File: config.mk
export PLATFORM = sky130hd
export DESIGN_NAME = video_timing_gen
export DESIGN_NICKNAME = d
export VERILOG_FILES = /design/src/rtl/video_timing_gen.sv
export SDC_FILE = /design/constraint.sdc
export NUM_CORES = 1
export LEC_CHECK = 0
export CORE_MARGIN = 5
export CORE_UTILIZATION = 50
export DETAILED_ROUTE_END_ITERATION = 6
export PLACE_DENSITY = 0.68
export SETUP_SLACK_MARGIN = 0.05
export SYNTH_ARGS = -nofsm -noshare
export SYNTH_HDL_FRONTEND = slang
export SYNTH_SLANG_ARGS = --single-unit
File: constraint.sdc
create_clock -name clk -period 5.82 [get_ports clk]
set_input_delay 0.582 -clock clk [delete_from_list [all_inputs] [get_ports clk]]
set_output_delay 0.582 -clock clk [all_outputs]
set_load 0.1 [all_outputs]
File: src/rtl/video_timing_gen.sv
// Runtime-programmable raster timing generator with frame-boundary shadowing of timing registers.
// Counters, syncs and strobes update together; blanking lags the counters by one clock.
module video_timing_gen #(
  parameter int unsigned HW           = 13,
  parameter int unsigned VW           = 10,
  parameter int unsigned DEF_H_TOTAL  = 1920,
  parameter int unsigned DEF_H_START  = 368,
  parameter int unsigned DEF_H_ACTIVE = 1440,
  parameter int unsigned DEF_H_SYNC   = 144,
  parameter int unsigned DEF_V_TOTAL  = 312,
  parameter int unsigned DEF_V_START  = 26,
  parameter int unsigned DEF_V_ACTIVE = 280,
  parameter int unsigned DEF_V_SYNC   = 3
) (
  input  logic          clk,
  input  logic          reset,
  input  logic          cfg_we,
  input  logic [3:0]    cfg_addr,
  input  logic [HW-1:0] cfg_wdata,
  output logic [HW-1:0] cfg_rdata,
  output logic          cfg_pending,
  input  logic          sm,
  input  logic [1:0]    pix_div,
  output logic [HW-1:0] video_x,
  output logic [VW-1:0] video_y,
  output logic          hsync,
  output logic          vsync,
  output logic          hblank,
  output logic          vblank,
  output logic          parity,
  output logic          field_toggle,
  output logic          new_line,
  output logic          new_frame,
  output logic          pix_strobe,
  output logic          line_irq
);

  // Register index within each group: 0 total, 1 start, 2 active, 3 sync.
  logic [HW-1:0] h_pend_q [4];
  logic [HW-1:0] h_pend_d [4];
  logic [HW-1:0] h_act_q  [4];
  logic [HW-1:0] h_act_d  [4];
  logic [VW-1:0] v_pend_q [4];
  logic [VW-1:0] v_pend_d [4];
  logic [VW-1:0] v_act_q  [4];
  logic [VW-1:0] v_act_d  [4];
  logic [VW-1:0] irq_q, irq_d;

  logic [HW-1:0] x_q, x_d;
  logic [VW-1:0] y_q, y_d;
  logic          parity_q, parity_d;
  logic          ft_q, ft_d;
  logic          hsync_q, hsync_d;
  logic          vsync_q, vsync_d;
  logic          hblank_q, hblank_d;
  logic          vblank_q, vblank_d;
  logic          new_line_q, new_line_d;
  logic          new_frame_q, new_frame_d;
  logic          line_irq_q, line_irq_d;

  logic [HW-1:0] ht_eff, ht_half;
  logic [VW-1:0] vt_eff, field_last;
  logic          wrap, field_end, frame_end;
  logic [HW:0]   h_lo, h_hi;
  logic [VW:0]   v_lo, v_hi;
  logic          pix_phase;

  // Undersized totals are clamped at use so readback still shows the written value.
  assign ht_eff     = (h_act_q[0] < HW'(4)) ? HW'(4) : h_act_q[0];
  assign vt_eff     = (v_act_q[0] < VW'(2)) ? VW'(2) : v_act_q[0];
  assign ht_half    = ht_eff >> 1;
  assign wrap       = (x_q >= ht_eff - HW'(1));
  // The even interlaced field carries one extra line.
  assign field_last = (sm && !parity_q) ? vt_eff : vt_eff - VW'(1);
  assign field_end  = wrap && (y_q >= field_last);
  assign frame_end  = field_end && parity_d;

  assign h_lo = {1'b0, h_act_q[1]};
  assign h_hi = h_lo + {1'b0, h_act_q[2]};
  assign v_lo = {1'b0, v_act_q[1]} + {{VW{1'b0}}, ~parity_q};
  assign v_hi = v_lo + {1'b0, v_act_q[2]};

  always_comb begin
    x_d         = wrap ? '0 : x_q + HW'(1);
    y_d         = y_q;
    parity_d    = parity_q;
    ft_d        = ft_q;
    if (field_end) begin
      y_d      = '0;
      parity_d = sm ? ~parity_q : 1'b1;
      ft_d     = ~ft_q;
    end else if (wrap) begin
      y_d = y_q + VW'(1);
    end

    hsync_d = hsync_q;
    if (wrap) begin
      hsync_d = 1'b1;
    end else if (x_d == h_act_q[3]) begin
      hsync_d = 1'b0;
    end

    // Even field sync edges sit half a line in, giving the interlace offset.
    vsync_d = vsync_q;
    if (frame_end) begin
      vsync_d = 1'b1;
    end else if (parity_d) begin
      if (wrap && (y_d == v_act_q[3])) vsync_d = 1'b0;
    end else if (x_d == ht_half) begin
      if (y_d == '0) begin
        vsync_d = 1'b1;
      end else if (y_d == v_act_q[3]) begin
        vsync_d = 1'b0;
      end
    end

    hblank_d    = !(({1'b0, x_q} >= h_lo) && ({1'b0, x_q} < h_hi));
    vblank_d    = !(({1'b0, y_q} >= v_lo) && ({1'b0, y_q} < v_hi));
    new_line_d  = wrap;
    new_frame_d = frame_end;
    line_irq_d  = wrap && (y_d == irq_q);
  end

  always_comb begin
    h_pend_d = h_pend_q;
    v_pend_d = v_pend_q;
    h_act_d  = h_act_q;
    v_act_d  = v_act_q;
    irq_d    = irq_q;
    if (frame_end) begin
      h_act_d = h_pend_q;
      v_act_d = v_pend_q;
    end
    // A write on the boundary cycle lands in pending only.
    if (cfg_we) begin
      if (cfg_addr < 4'd4) begin
        h_pend_d[cfg_addr[1:0]] = cfg_wdata;
      end else if (cfg_addr < 4'd8) begin
        v_pend_d[cfg_addr[1:0]] = cfg_wdata[VW-1:0];
      end else if (cfg_addr == 4'd8) begin
        irq_d = cfg_wdata[VW-1:0];
      end
    end
  end

  always_ff @(posedge clk) begin
    if (reset) begin
      h_pend_q[0] <= HW'(DEF_H_TOTAL);
      h_pend_q[1] <= HW'(DEF_H_START);
      h_pend_q[2] <= HW'(DEF_H_ACTIVE);
      h_pend_q[3] <= HW'(DEF_H_SYNC);
      h_act_q[0]  <= HW'(DEF_H_TOTAL);
      h_act_q[1]  <= HW'(DEF_H_START);
      h_act_q[2]  <= HW'(DEF_H_ACTIVE);
      h_act_q[3]  <= HW'(DEF_H_SYNC);
      v_pend_q[0] <= VW'(DEF_V_TOTAL);
      v_pend_q[1] <= VW'(DEF_V_START);
      v_pend_q[2] <= VW'(DEF_V_ACTIVE);
      v_pend_q[3] <= VW'(DEF_V_SYNC);
      v_act_q[0]  <= VW'(DEF_V_TOTAL);
      v_act_q[1]  <= VW'(DEF_V_START);
      v_act_q[2]  <= VW'(DEF_V_ACTIVE);
      v_act_q[3]  <= VW'(DEF_V_SYNC);
      irq_q       <= '0;
      x_q         <= '0;
      y_q         <= '0;
      parity_q    <= 1'b1;
      ft_q        <= 1'b1;
      hsync_q     <= 1'b0;
      vsync_q     <= 1'b0;
      hblank_q    <= 1'b1;
      vblank_q    <= 1'b1;
      new_line_q  <= 1'b0;
      new_frame_q <= 1'b0;
      line_irq_q  <= 1'b0;
    end else begin
      h_pend_q    <= h_pend_d;
      h_act_q     <= h_act_d;
      v_pend_q    <= v_pend_d;
      v_act_q     <= v_act_d;
      irq_q       <= irq_d;
      x_q         <= x_d;
      y_q         <= y_d;
      parity_q    <= parity_d;
      ft_q        <= ft_d;
      hsync_q     <= hsync_d;
      vsync_q     <= vsync_d;
      hblank_q    <= hblank_d;
      vblank_q    <= vblank_d;
      new_line_q  <= new_line_d;
      new_frame_q <= new_frame_d;
      line_irq_q  <= line_irq_d;
    end
  end

  always_comb begin
    cfg_pending = 1'b0;
    for (int i = 0; i < 4; i++) begin
      if ((h_pend_q[i] != h_act_q[i]) || (v_pend_q[i] != v_act_q[i])) cfg_pending = 1'b1;
    end
  end

  always_comb begin
    cfg_rdata = '0;
    if (cfg_addr < 4'd4) begin
      cfg_rdata = h_pend_q[cfg_addr[1:0]];
    end else if (cfg_addr < 4'd8) begin
      cfg_rdata = HW'(v_pend_q[cfg_addr[1:0]]);
    end else if (cfg_addr == 4'd8) begin
      cfg_rdata = HW'(irq_q);
    end
  end

  always_comb begin
    unique case (pix_div)
      2'd0:    pix_phase = 1'b1;
      2'd1:    pix_phase = x_q[0];
      2'd2:    pix_phase = (x_q[1:0] == 2'b01);
      default: pix_phase = (x_q[2:0] == 3'b001);
    endcase
  end

  assign pix_strobe   = !hblank_q && !vblank_q && pix_phase;
  assign video_x      = x_q;
  assign video_y      = y_q;
  assign hsync        = hsync_q;
  assign vsync        = vsync_q;
  assign hblank       = hblank_q;
  assign vblank       = vblank_q;
  assign parity       = parity_q;
  assign field_toggle = ft_q;
  assign new_line     = new_line_q;
  assign new_frame    = new_frame_q;
  assign line_irq     = line_irq_q;

endmodule

After elaboration in Yosys (flattened, before gate mapping)
Cells that the tools add are included.

storage, ports and cells
  bits in registers = 226
  bits of input ports = 23

cells by class
  $add $sub $neg = 7
  $lt $le $gt $ge = 12
  eq/ne operators = 18
  multiplexer cells = 36
  bitwise logic cells = 5
  reduce and logical (&&, ||, !) cells = 28

operators with widths
  cell                                                                            number
  10-bit 2-to-1 mux                                                               9
  13-bit 2-to-1 mux                                                               6
  52-bit bitwise mux                                                              1
  13-bit inequality test                                                          4
  40-bit bitwise mux                                                              1
  10-bit inequality test                                                          4
  13-bit binary-select mux with 2-bit select                                      1
  13-bit demux with 2-bit select                                                  1
  13-bit >= comparator                                                            2
  10-bit binary-select mux with 2-bit select                                      1
  10-bit demux with 2-bit select                                                  1
  10-bit equality test                                                            2
  13-bit by 13-bit adder with 14-bit output                                       1
  13-bit by 14-bit less-than comparator with 1-bit output                         1
  1-bit 2-to-1 mux                                                                14
  13-bit by 1-bit adder with 13-bit output (second input constant)                1
  13-bit by 12-bit equality test with 1-bit output                                1
  13-bit equality test                                                            1
  13-bit by 3-bit less-than comparator with 1-bit output (second input constant)  1
  13-bit by 1-bit subtractor with 13-bit output (second input constant)           1
  10-bit by 1-bit adder with 11-bit output                                        1
  11-bit by 10-bit adder with 11-bit output                                       1
  10-bit by 11-bit >= comparator with 1-bit output                                1
  10-bit by 11-bit less-than comparator with 1-bit output                         1
  other kinds (27)                                                                48

Depth between registers and ports, before layout
Gate-level depths: netlist (run 1).

  word-level depth = 13
  gate-level depth with buffers = 23
  gate-level depth less buffers = 20

Worst setup path before layout (run 1)
Ideal clock, no wire load.

  path type = register to register
  from = register parity_q (netlist: parity)
  to = register vsync_q (netlist: vsync)
  setup time = 0.132 ns
  arrival = 4.635 ns
  required time = 5.688 ns
  path slack = 1.053 ns
  stages on the path, launching flop included = 19
  path buffers = 1
  cell sequence = dfxtp_1 > clkbuf_1 > inv_1 > nand2_1 > nand4b_1 > or3_1 > nor3_1 > xnor2_1 > ha_1 > a21oi_2 > nor2_1 > a2111o_1 > or2_4 > nor2_2 > a22oi_1 > xnor2_1 > or4_1 > o41ai_2 > a21oi_1

on the way
  cells in the longest elaborated chain, start to end = 11
  elaborated cells on any way between the ends = 21
  those cells by class = order compare: 1; eq/ne: 2; mux: 8; bitwise: 1; reduce/logical: 9

ends and longest elaborated chain
  element                 RTL line  source
  from (decl)             51        logic parity_q, parity_d;
  from (signal assigned)  184       parity_q <= parity_d;
  1-bit logical NOT       74        assign field_last = (sm && !parity_q) ? vt_eff : vt_eff - VW'(1);
  1-bit logical AND       74
  10-bit 2-to-1 mux       74
  10-bit >= comparator    75        assign field_end = wrap && (y_q >= field_last);
  1-bit logical AND       75
  10-bit 2-to-1 mux       88        if (field_end) begin
  10-bit logical NOT      110       if (y_d == '0) begin
  1-bit 2-to-1 mux        110
  1-bit 2-to-1 mux        109       end else if (x_d == ht_half) begin
  1-bit 2-to-1 mux        107       end else if (parity_d) begin
  1-bit 2-to-1 mux        105       if (frame_end) begin
  to (signal assigned)    187       vsync_q <= vsync_d;
  to (decl)               54        logic vsync_q, vsync_d;

Several ways; a longest one is shown, not always the timed one. The select of a mux whose other input is x is not followed.
A chain may end at the register's enable or synchronous reset.

Final worst setup path (run 1)
  from = register h_act_q[42] (netlist bit)
  to = register vsync_q (netlist: vsync)

on the way
  cells in the longest elaborated chain, start to end = 11
  elaborated cells on any way between the ends = 22
  those cells by class = add/sub: 1; order compare: 2; eq/ne: 3; mux: 9; reduce/logical: 7

ends and longest elaborated chain
  element                                                        RTL line  source
  from (decl)                                                    41        logic [HW-1:0] h_act_q [4];
  from (signal assigned)                                         178       h_act_q <= h_act_d;
  13-bit by 3-bit less-than comparator with 1-bit output         69        assign ht_eff = (h_act_q[0] < HW'(4)) ? HW'(4) : h_act_q[0];
  13-bit 2-to-1 mux *                                            69
  13-bit by 1-bit subtractor with 13-bit output                  72        assign wrap = (x_q >= ht_eff - HW'(1));
  13-bit >= comparator                                           72
  10-bit 2-to-1 mux / 1-bit logical AND (equally long branches)  92, 75
  10-bit 2-to-1 mux                                              88
  10-bit logical NOT                                             110
  1-bit 2-to-1 mux                                               110
  1-bit 2-to-1 mux                                               109
  1-bit 2-to-1 mux                                               107
  1-bit 2-to-1 mux                                               105

Mark *: on every way between the ends. The rest lies on a longest branch, timed or not. The select of a mux whose other input is x is not followed.

==> results of run 1 <==
-- flip-flops by register name, summed over array words and instances, names as in the netlist --
name,count
video_x,13
hblank,1
h_pend_q,52
v_pend_q,40
v_act_q,40
new_frame,1
h_act_q,52
video_y,10
parity,1
line_irq,1
irq_q,10
hsync,1
vsync,1
field_toggle,1
new_line,1
vblank,1
-- cells by family (layout without fill, tap and decap cells) --
| group | Yosys count | count (layout) |
|---|---|---|
| buffers and inverters | 168 | 199 |
| xor gates and xnor gates | 172 | 172 |
| DFF | 226 | 226 |
| muxes | 48 | 48 |
| AOI/OAI and AO/OA | 343 | 344 |
| adders and majority gates | 99 | 99 |
| and+or+nand+nor | 682 | 682 |
-- stage by stage --
| step | cell area, sq um | utilization, % | total power [mW] | hold slack (ns) | cells |
|---|---|---|---|---|---|
| after floorplan | 14100 | - | 1.793 | 0.4615 | 1738 |
| final | 15950 | 57.40 | 3.530 | 0.4918 | 2148 |
| after CTS | 15920 | 57.30 | 3.537 | 0.4941 | 2147 |
| after global routing | 15950 | 57.40 | 3.629 | 0.5264 | 2148 |
| after detailed placement | 15040 | 54.13 | 1.876 | 0.4835 | 2099 |
| after global placement | 15040 | 54.13 | 1.874 | 0.4785 | 2099 |
-- area by class of cell --
type | instances | area (sq um)
fillers | 2534 | 11830
flip-flops and latches | 226 | 4524
clock inverters | 16 | 146.4
inverters | 60 | 225.2
well taps | 378 | 473.0
clock buffers | 32 | 734.5
repair buffers | 91 | 859.6
multi-input cells | 1345 | 8985
-- placed cells by master (no fill, tap or decap), types with 22 or more instances in the layout --
master and instances:
nand2_1 358, dfxtp_1 226, a21oi_1 164, xor2_1 100, ha_1 97, nor2_1 81, xnor2_1 68, inv_1 60
clkdlybuf4s50_1 56, nand3b_1 41, o21ai_0 39, nand3_1 39, buf_4 29, nor4_1 27, clkbuf_16 27, mux2i_1 24
mux4_2 23, nand4_1 22, nor2b_1 22
-- final timing paths --
path | slack [ns] | end | cells after the start
worst max-delay path | 0.47 | vsync | 18
worst min-delay path | 0.49 | v_act_q[19] | 2
worst max register to register | 0.47 | vsync | 18
worst min register to register | 0.49 | v_act_q[19] | 2
-- power by group --
group          switching [mW]  internal, mW
sequential             0.0236          1.56
clock                   0.698         0.988
combinational           0.177        0.0850
-- critical path: stages, from the launching register on --
cell and delay, ns:
dfxtp_1 0.44, nor4_1 0.50, nand2_1 0.24, o31ai_1 0.43
ha_1 0.29, nand2_1 0.11, nor2_1 0.13, xnor2_1 0.15
ha_1 0.27, a21oi_1 0.17, nand2_1 0.08, o21ai_1 0.48
a31o_4 0.43, nor2_2 0.15, a21oi_1 0.34, xnor2_1 0.10
or4_1 0.49, o41ai_2 0.29, a21oi_1 0.10
-- per-layer routing --
metal,part of all wire (%),wire length [um]
met1,45,20680
met2,43,19660
met3,8.5,3936
met4,4.0,1855
met5,0,0
-- repair_timing --
| action | CTS | global route |
|---|---|---|
| setup endpoints to repair | 0 | 1 |
| gates resized for setup | 0 | 4 |
| hold buffers | 0 | 0 |
==> flow_summary.yaml, run 1 <==
run_status:
  status: "finished clean"
yosys:
  synth_compound_gate_area_share_pct: 15.11
  synth_common_cells: "nand2_1 (358), dfxtp_1 (226), a21oi_1 (165), xor2_1 (100), ha_1 (97)"
  synth_nets: 1860
  synth_top_family_by_area: "simple AND/OR/NAND/NOR gates"
  synth_xor_area_share_pct: 10.97
  synth-edff-count: 0
  async_flop_share_pct: 0
  yosysMostFrequentCell: "nand2_1"
  syn_area_sq_um: 14100
  synthCells: 1738
  synth_simple_gate_area_share_pct: 22.78
  yosysWarnings: 0
  synth-main-ff-cell: "dfxtp_1"
  avgSynthCellArea_sq_um: 8.115
  synth.area.mux_share_pct: 5.456
  ys_seq_elements: 226
  synth_area_leader_cell: "dfxtp_1"
  synth.area.top_cells: "dfxtp_1 (32%), nand2_1 (9.5%), ha_1 (8.6%), xor2_1 (6.2%), a21oi_1 (5.9%)"
  synth_adder_area_share_pct: 8.889
  ys_types: 81
  synth-seq-area-share_pct: 32.08
  synth_top_area_share_pct: 32.08
timing:
  fin_crit_sh_pct: 91.94
  slew_headroom_pct: 21.69
  clock.fmax_mhz: 186.9
  finalWorstSetupSlack_ns: 0.4692
  finalSetupTns_ns: 0
  slew_violations: 0
  hold_viol_final: 0
  layout_min_cycle_time_ns: 5.351
  clock-skew-final_ns: 0.01456
  setup_viol: 0
  worst_slew_pin_slew_ns: 1.168
  rsz0062_at_grt: "false"
drt:
  vias: 12840
  wl_per_cell_um: 21.48
  firstDrtPassIters: 5
  viasPerCell: 5.978
  drcViolationCount: 0
  antenna_left: 0
  drt_iter0_drc: 1483
  drt_wl_total_um: 46140
hold_path:
  min-delay-start: "v_act_q[19]"
  hold_class: "reg -> reg"
clocking:
  cts_tree: "built"
  worstSkewPairLatency_ns: 0.54
  cts_root_buf: "clkbuf_16"
  post_cts_buffers: 0
  clockBufferDepth: 3
  cts_buffers: 26
  cts.htree.levels: 1
  cts_sinks: 226
  cts.clk_slew.worst_paths_ns: 0.07
place:
  io_buffers: 69
  pre_cts_slack_ns: 0.4246
  gp_congestion: 0.9448
  dp_hpwl_um: 34240
floorplan:
  die_h_um: 178.0
  core_sq_um: 27780
  initial_core_util_pct: 50.77
  ios: 70
  die_x_um: 178.0
  rows: 61
  dieArea_sq_um: 31670
setup_path:
  crit_fanout: 20
  cp.required_ns: 6.21
  critical_path_class: "reg -> reg"
  reg2reg_from: "h_act_q[42]"
  crit_start: "h_act_q[42]"
  critPathLaunchType: "register"
  end_kind: "register"
  crit_arrival_ns: 5.74
grt:
  grt_busiest_layer: "met2"
  grt.overflow.total: 0
  gr-usage-met2_pct: 42.28
  antenna_found_initial: 0
  grt_max_degree: 116
  track_usage_pct: 28.58
  use_met3_pct: 4.367
  use_met1_pct: 42.05
  grt_pass1_wl_um: 70260
  grt_pass1_vias: 11910
final_layout:
  final_nets: 1872
  antennaDiodeCount: 0
  syn_to_final_growth_pct: 13.08
  drive_gt1_share_pct: 7.853
flow_run:
  cap_violations: 0
power_and_ir_drop:
  p_leak_nw: 6.441
  power_per_cell_area_nw_per_um2: 221.4
  vdd_drop_max_uv: 191.4
Note: power is estimated with default switching activity, not from simulation.
==> run 2: changes to the inputs <==
--- a/config.mk
+++ b/config.mk
@@ -8,6 +8,7 @@
 export CORE_MARGIN = 5
 export CORE_UTILIZATION = 50
 export DETAILED_ROUTE_END_ITERATION = 6
+export HOLD_SLACK_MARGIN = 0.06
 export PLACE_DENSITY = 0.68
 export SETUP_SLACK_MARGIN = 0.05
 export SYNTH_ARGS = -nofsm -noshare
==> results of run 2 <==
Same layout as run 1: the final DEF is identical, and so are final timing and power.
